$ cat config.mk
export PLATFORM = sky130hd
export DESIGN_NAME = crc32_rx_check
export DESIGN_NICKNAME = d
export VERILOG_FILES = /design/src/rtl/crc32_pkg.sv /design/src/rtl/crc32_d8_next.sv /design/src/rtl/crc32_rx_check.sv
export SDC_FILE = /design/constraint.sdc
export NUM_CORES = 1
export LEC_CHECK = 0
export BUFFER_PORTS_ARGS = -buffer_cell sky130_fd_sc_hd__buf_2
export CAP_MARGIN = 20
export CELL_PAD_IN_SITES_DETAIL_PLACEMENT = 1
export CELL_PAD_IN_SITES_GLOBAL_PLACEMENT = 1
export CORE_UTILIZATION = 35
export CTS_BUF_LIST = sky130_fd_sc_hd__clkbuf_16
export DETAILED_ROUTE_END_ITERATION = 10
export GPL_ROUTABILITY_DRIVEN = 0
export PLACE_DENSITY = 0.66
export SKIP_LAST_GASP = 1
export SLEW_MARGIN = 20
export SYNTH_ARGS = -nofsm -noshare
export SYNTH_HDL_FRONTEND = slang
export SYNTH_SLANG_ARGS = --single-unit
$ cat constraint.sdc
create_clock -name clk -period 15.75 [get_ports clk]
set_input_delay 1.575 -clock clk [delete_from_list [all_inputs] [get_ports clk]]
set_output_delay 1.575 -clock clk [all_outputs]
set_load 0.02 [all_outputs]
$ cat src/rtl/crc32_pkg.sv
// Shared constants and FSM state type for the CRC-32 receive checker.
package crc32_pkg;

    // Ethernet CRC-32 generator polynomial (normal form)
    localparam logic [31:0] CRC_POLY = 32'h04C1_1DB7;
    // Register value at the start of every frame
    localparam logic [31:0] CRC_INIT = 32'hFFFF_FFFF;

    // IDLE: no open frame; FILL: fewer than 4 bytes held; RUN: delay line full
    typedef enum logic [1:0] {
        StIdle = 2'd0,
        StFill = 2'd1,
        StRun  = 2'd2
    } state_e;

endpackage

$ cat src/rtl/crc32_d8_next.sv
// CRC-32 next-state function for one byte, bit 0 of the byte entering first.
module crc32_d8_next
    import crc32_pkg::*;
(
    input  logic [31:0] crc_i,
    input  logic [7:0]  data_i,
    output logic [31:0] crc_o
);

    // Eight unrolled serial LFSR steps, LSB of the byte first
    always_comb begin
        logic [31:0] c;
        logic        fb;
        c = crc_i;
        for (int i = 0; i < 8; i++) begin
            fb = c[31] ^ data_i[i];
            c  = {c[30:0], 1'b0};
            if (fb) begin
                c = c ^ CRC_POLY;
            end
        end
        crc_o = c;
    end

endmodule

$ cat src/rtl/crc32_rx_check.sv
// Receive-side frame checker: FCS verification, length check and frame statistics.
// The last four bytes of each frame are held back in a delay line so they never
// enter the CRC; at eof they are compared against the inverted, bit-reversed CRC.
module crc32_rx_check
    import crc32_pkg::*;
#(
    parameter int unsigned MIN_LEN = 64,
    parameter int unsigned CNT_W   = 32
) (
    input  logic             clk,
    input  logic             rst,
    input  logic [7:0]       data_in,
    input  logic             data_valid,
    input  logic             sof,
    input  logic             eof,
    output logic             frame_done,
    output logic             frame_ok,
    output logic             crc_err,
    output logic             runt,
    output logic             frame_abort,
    output logic [15:0]      frame_len,
    output logic [CNT_W-1:0] good_cnt,
    output logic [CNT_W-1:0] bad_cnt
);

    state_e            state_q;
    logic [31:0]       crc_q;
    logic [3:0][7:0]   dly_q;      // [0] newest byte, [3] oldest
    logic [15:0]       len_q;      // bytes of the open frame so far
    logic              done_q, ok_q, crc_err_q, runt_q, abort_q;
    logic [15:0]       frame_len_q;
    logic [CNT_W-1:0]  good_q, bad_q;

    logic [31:0]       crc_step, crc_fin, exp_fcs, rx_fcs;
    logic [15:0]       len_inc, eof_len;
    logic              short_c, runt_c, crc_err_c;

    // CRC advanced by the byte about to leave the delay line
    crc32_d8_next u_crc_next (
        .crc_i  (crc_q),
        .data_i (dly_q[3]),
        .crc_o  (crc_step)
    );

    // FCS compare and length classification for a frame ending on this byte
    always_comb begin
        // In FILL no payload byte has left the delay line yet
        crc_fin = (state_q == StRun) ? crc_step : crc_q;
        for (int i = 0; i < 32; i++) begin
            exp_fcs[i] = ~crc_fin[31-i];
        end
        // Wire-order FCS byte n sits at bits [8n+7:8n]
        rx_fcs    = {data_in, dly_q[0], dly_q[1], dly_q[2]};
        len_inc   = (len_q == 16'hFFFF) ? len_q : len_q + 16'd1;
        eof_len   = sof ? 16'd1 : len_inc;
        short_c   = eof_len < 16'd4;
        runt_c    = short_c || (32'(eof_len) < MIN_LEN);
        crc_err_c = !short_c && (rx_fcs != exp_fcs);
    end

    // Frame FSM, delay line, CRC register, status pulses and counters
    always_ff @(posedge clk or posedge rst) begin
        if (rst) begin
            state_q     <= StIdle;
            crc_q       <= CRC_INIT;
            dly_q       <= '0;
            len_q       <= '0;
            done_q      <= 1'b0;
            ok_q        <= 1'b0;
            crc_err_q   <= 1'b0;
            runt_q      <= 1'b0;
            abort_q     <= 1'b0;
            frame_len_q <= '0;
            good_q      <= '0;
            bad_q       <= '0;
        end else begin
            done_q    <= 1'b0;
            ok_q      <= 1'b0;
            crc_err_q <= 1'b0;
            runt_q    <= 1'b0;
            abort_q   <= 1'b0;
            if (data_valid && (sof || state_q != StIdle)) begin
                dly_q <= {dly_q[2:0], data_in};
                if (sof) begin
                    abort_q <= (state_q != StIdle);
                    crc_q   <= CRC_INIT;
                    len_q   <= 16'd1;
                    state_q <= eof ? StIdle : StFill;
                end else begin
                    if (state_q == StRun) begin
                        crc_q <= crc_step;
                    end
                    len_q <= len_inc;
                    if (!eof && state_q == StFill && len_q == 16'd3) begin
                        state_q <= StRun;
                    end else if (eof) begin
                        state_q <= StIdle;
                    end
                end
                if (eof) begin
                    done_q      <= 1'b1;
                    ok_q        <= !(runt_c || crc_err_c);
                    crc_err_q   <= crc_err_c;
                    runt_q      <= runt_c;
                    frame_len_q <= eof_len;
                    if (runt_c || crc_err_c) begin
                        bad_q <= bad_q + CNT_W'(1);
                    end else begin
                        good_q <= good_q + CNT_W'(1);
                    end
                end
            end
        end
    end

    assign frame_done  = done_q;
    assign frame_ok    = ok_q;
    assign crc_err     = crc_err_q;
    assign runt        = runt_q;
    assign frame_abort = abort_q;
    assign frame_len   = frame_len_q;
    assign good_cnt    = good_q;
    assign bad_cnt     = bad_q;

endmodule
Word-level counts from Yosys, hierarchy flattened
Cells that the tools add are included.
- bits in registers: 167
- input port bits: 13
- output and inout bits: 85
- $add $sub $neg: 3
- magnitude comparators: 2
- eq/ne operators: 5
- muxes and demuxes: 26
- bitwise operators: 49
- reduce and logical (&&, ||, !) cells: 16
- operators with widths (kind ; number):
    $mux W27 ; 8
    $not A14 Y14 ; 8
    $add A32 B1 Y32 const B ; 2
    $mux W32 ; 2
    $not A1 Y1 ; 33
    $mux W16 ; 2
    $ne A32 B32 Y1 ; 1
    $add A16 B1 Y16 const B ; 1
    $eq A16 B16 Y1 const B ; 1
    $eq A16 B2 Y1 const B ; 1
    $lt A16 B3 Y1 const B ; 1
    $lt A16 B7 Y1 const B ; 1
    $mux W1 ; 11
    $xor A1 B1 Y1 ; 8
    $mux W2 ; 3
    $reduce_and A3 Y1 ; 2
    $logic_and A1 B1 Y1 ; 4
    $reduce_and A2 Y1 ; 2
    $logic_not A1 Y1 ; 3
    $logic_or A1 B1 Y1 ; 3
    $reduce_bool A3 Y1 ; 1
    $eq A2 B1 Y1 const B ; 1
    $eq A2 B2 Y1 const B ; 1
    $reduce_bool A2 Y1 ; 1

Longest topological paths before layout
- depth after elaboration: 24
- mapped depth: 14

Modules after synthesis
A second synthesis with hierarchy kept.
- cells, all modules: 864
- area, all modules: 9205.1 um2
- by module, submodules not included (module ; times used ; cells each ; area each (um2)):
    crc32_rx_check ; 1 ; 801 ; 8215.4
    crc32_d8_next ; 1 ; 63 ; 989.7

Least setup slack after synthesis
No wires, ideal clock.
- path type: input -> register
- start: input data_in[6]
- end: register good_q[20] (netlist: good_cnt[20])
- library setup time: 0.080 ns
- arrival time: 4.090 ns
- data required time: 15.670 ns
- setup slack: 11.580 ns
- stages on the path: 10
- cell sequence: xor2_1 a41o_1 nand4_1 or4_1 or4_1 nor4_2 nand4_2 buf_6 nor4b_2 xor2_1
- cells in the longest elaborated chain, start to end: 5
- ends and longest elaborated chain (what ; line ; text):
    start: declaration ; crc32_rx_check.sv:12 ; input logic [7:0] data_in,
    $ne A32 B32 Y1 ; crc32_rx_check.sv:58 ; crc_err_c = !short_c && (rx_fcs != exp_fcs);
    $logic_and A1 B1 Y1 ; crc32_rx_check.sv:58 ;
    $logic_or A1 B1 Y1 ; crc32_rx_check.sv:106 ; if (runt_c || crc_err_c) begin
    $not A1 Y1 (no source line) ; -- ;
    $reduce_and A3 Y1 (no source line) ; -- ;
    end signal: assignment ; crc32_rx_check.sv:109 ; good_q <= good_q + CNT_W'(1);
    end: declaration ; crc32_rx_check.sv:32 ; logic [CNT_W-1:0] good_q, bad_q;
Every way passes these cells.
A chain may end at the register's enable or synchronous reset.

Worst setup path after layout
- start: register state_q[1]
- end: register good_q[27] (netlist: good_cnt[27])
- cells in the longest elaborated chain, start to end: 8
- elaborated cells on any way between the ends: 42
- classes of those cells: eq/ne: 2; mux: 1; bitwise: 33; reduce/logical: 6
- ends and longest elaborated chain (what ; line ; text):
    start: declaration ; crc32_rx_check.sv:26 ; state_e state_q;
    start signal: assignment ; crc32_rx_check.sv:64 ; state_q <= StIdle;
    start signal: assignment ; crc32_rx_check.sv:88 ; state_q <= eof ? StIdle : StFill;
    start signal: assignment ; crc32_rx_check.sv:95 ; state_q <= StRun;
    $eq A2 B2 Y1 ; crc32_rx_check.sv:48 ; crc_fin = (state_q == StRun) ? crc_step : crc_q;
    $mux W32 ; -- ;
    $not A1 Y1 ; crc32_rx_check.sv:50 ; exp_fcs[i] = ~crc_fin[31-i];
    $ne A32 B32 Y1 ; crc32_rx_check.sv:58 ;
    $logic_and A1 B1 Y1 ; crc32_rx_check.sv:58 ;
    $logic_or A1 B1 Y1 ; crc32_rx_check.sv:106 ;
    $not A1 Y1 (no source line) ; -- ;
    $reduce_and A3 Y1 (no source line) * ; -- ;
Every way passes the cells marked *; elsewhere a longest branch is shown, timed or not.

==> metrics.cfg <==
[cts]
numCtsBuffers = 17
cts_max_level = 4
cts_post_setup_buffers_inserted = 0
cts_num_sinks = 167
clockBufferDepth = 2
cts_tree = built
cts_resized = 0
clkLatencyLatePin_ns = 0.44
cts-root-buf = clkbuf_16
path_clk_slew_ns = 0.07
holdBufCountCts = 0

[sta]
setup_ws_ns = 11.15
fin_crit_sh_pct = 29.2
max_freq_ghz = 0.218
rsz0062_at_grt = false
hold_viol = 0
setup_violations = 0
tns_ns = 0
fin_skew_ns = 0.0198
slew_violations = 0
worst_pin_slew_ns = 1.08
slew_headroom_pct = 27.3
post-route-min-period_ns = 4.60

[setup_path]
critical_path.startpoint_type = flop
slowest_stage = nor2b_4
cp-end-kind = flop
r2r-start = state_q[1]$_DFFE_PP0P_
worstSetupPathType = flop to flop
critPathRequiredTime_ns = 16.11
crit_chain = nor2b_4 -> buf_4 -> o22ai_1 -> a21oi_1 -> nand4_1 -> or4_1 -> or4_1 -> nor4_2 -> nand4_2 -> buf_4 -> nor4b_1 -> xor2_1
worstPathArrival_ns = 4.96
ff2ff_setup_slack_ns = 11.15
critical_path.reg2reg.endpoint = good_cnt[27]$_DFFE_PP0P_
worstRegToRegCells = 12
cp_max_fo = 33
cp-startpoint = state_q[1]$_DFFE_PP0P_
critPathMaxStageDelay_ns = 0.62

[finish]
area_growth_pct = 14.6
drive_gt1_share_pct = 19.0
layout_commonest_cell = nand2_1
final_cell_area_sq_um = 11200
fillers = 3103
final_cell_mix = nand2_1 (162), dfrtp_1 (135), buf_2 (97), xor2_1 (82), nor2_1 (66)
nets = 1093
n_antenna_cell = 0

[grt]
grt_max_degree = 73
grt_overflow = 0
grt_first_pass_wirelength_um = 47200
grt_usage_pct = 21.3
grt_pass1_vias = 8228
antenna_found_initial = 0

[die]
io_pins = 98
core_area_sq_um = 27100
core.rowCount = 60
die_x_um = 169
die_h_um = 169
fp.dieArea_sq_um = 28500
start_util_pct = 36.0

[synthesis]
yosysWarningCount = 0
synth_top_area_cell = dfrtp_1
yosys_register_bits = 167
ys.flop_type = dfrtp_1
synth_fp_nets = 1021
synth-edff-count = 0
yosysTopAreaCellShare_pct = 34.7
synth_seq_area_share_pct = 43.3
synth_area_leaders = dfrtp_1 (35%), dfstp_2 (8.6%), xor2_1 (7.4%)
synth.distinct_cells = 66
synthArstFlopShare_pct = 100
syn_inst = 1005
synth_area_per_cell_sq_um = 9.70
syn-cell-area_sq_um = 9750

[detailed_routing]
drtPass1Iterations = 7
final_antenna_net_count = 0
post-route-drc-count = 0
drt-total-wl_um = 29000
drt_iter0_drc = 437
via_count = 7933
wl_per_cell_um = 19.8
vias_per_cell = 5.43

[job]
drv_cap = 0

[power]
totalPowerFinal_mw = 1.95
p_per_area_nw_per_um2 = 174
p_leak_nw = 5.28
ir_worst_vdd_v = 0.0000765

[min_path]
hold_depth = 1
timing.hold.worst.start = good_cnt[31]$_DFFE_PP0P_
whs_endpoint = good_cnt[31]$_DFFE_PP0P_
hp-class = flop to flop

[place]
place_area_sq_um = 10600
dp_hpwl_um = 20100
numPortBuffers = 97
pre_cts_slack_ns = 10.90

[status]
status = completed

metrics by stage:
step / instances / utilization [%] / hold slack (ns)
finish: 1462 / 41.2 / 0.459
global route: 1462 / 41.2 / 0.481
CTS: 1462 / 41.2 / 0.466
detailed placement: 1430 / 39.1 / 0.457
global placement: 1430 / 39.1 / 0.451
floorplan: 1005 / - / 0.481
logic make-up (layout without fill, tap and decap cells):
kind of cell / after synthesis / in the layout / share of synthesized area (%)
AND/OR/NAND/NOR: 392 / 392 / 19.9
AO/OA/AOI/OAI: 195 / 195 / 12.6
flip-flops: 167 / 167 / 43.3
XOR/XNOR: 157 / 157 / 19.4
buffers and inverters: 79 / 164 / 3.24
multiplexers: 12 / 12 / 1.26
adder cells (fa/ha/maj): 3 / 3 / 0.385
power breakdown:
part | leakage [nW] | switching [mW] | internal, mW | total [mW]
Combinational | 2.89 | 0.479 | 0.438 | 0.917
Clock | 0.271 | 0.206 | 0.211 | 0.418
Sequential | 2.12 | 0.0970 | 0.517 | 0.614
worst max path at each step:
stage	end	depth (start not counted)
detailed placement	crc_q[28]$_DFFE_PP1P_	7
floorplan	bad_cnt[0]$_DFFE_PP0P_	1
global placement	bad_cnt[1]$_DFFE_PP0P_	10
CTS	good_cnt[27]$_DFFE_PP0P_	12
finish	good_cnt[27]$_DFFE_PP0P_	12
global route	good_cnt[27]$_DFFE_PP0P_	12
per-layer routing:
layer / part of all wire (%) / up-vias / GRT usage, %
met4: 1.1 / 0 / 5.69
met5: 0 / - / 0
li1: - / 3692 / -
met3: 3.9 / 19 / 3.16
met1: 47 / 4052 / 29.8
met2: 48 / 170 / 34.2
registers in the layout, indices dropped and copies added, names as in the netlist:
name         cells
dly_q           32
good_cnt        32
crc_q           32
state_q          2
frame_abort      1
frame_ok         1
runt             1
crc_err          1
frame_done       1
bad_cnt         32
len_q           16
frame_len       16
critical path, delay by kind of cell (launching register included):
| family | cells | cell delay, ns |
|---|---|---|
| AOI/OAI and AO/OA | 2 | 0.35 |
| DFF | 1 | 0.51 |
| and+or+nand+nor | 7 | 2.75 |
| xor gates and xnor gates | 1 | 0.17 |
| buffers and inverters | 2 | 0.71 |
cells in the mapped netlist (all sizes together), types with 5 or more instances:
cell / number
o22a: 10
xor2: 82
o22ai: 18
a21oi: 51
or4: 5
a31oi: 7
nand4: 20
nand3: 31
clkbuf: 44
buf: 10
nor4: 31
a22oi: 11
mux2i: 10
nor2: 66
and3: 15
nor3: 21
xnor2: 45
nand2: 163
inv: 24
o21ai: 54
and2: 6
o31ai: 6
dfrtp: 135
xnor3: 29
nand2b: 5
nor4b: 11
dfstp: 32
layout make-up:
| type | count | area (sq um) | share of cell area [%] |
|---|---|---|---|
| Tap cell | 372 | 465 | 4.17 |
| Inverter | 25 | 98.8 | 0.885 |
| Sequential cell | 167 | 4220 | 37.8 |
| Multi-Input combinational cell | 759 | 5250 | 47.0 |
| Timing Repair Buffer | 107 | 561 | 5.02 |
| Clock buffer | 17 | 425 | 3.81 |
| Clock inverter | 15 | 154 | 1.38 |
No activity file was read; power rests on OpenSTA's default activity.
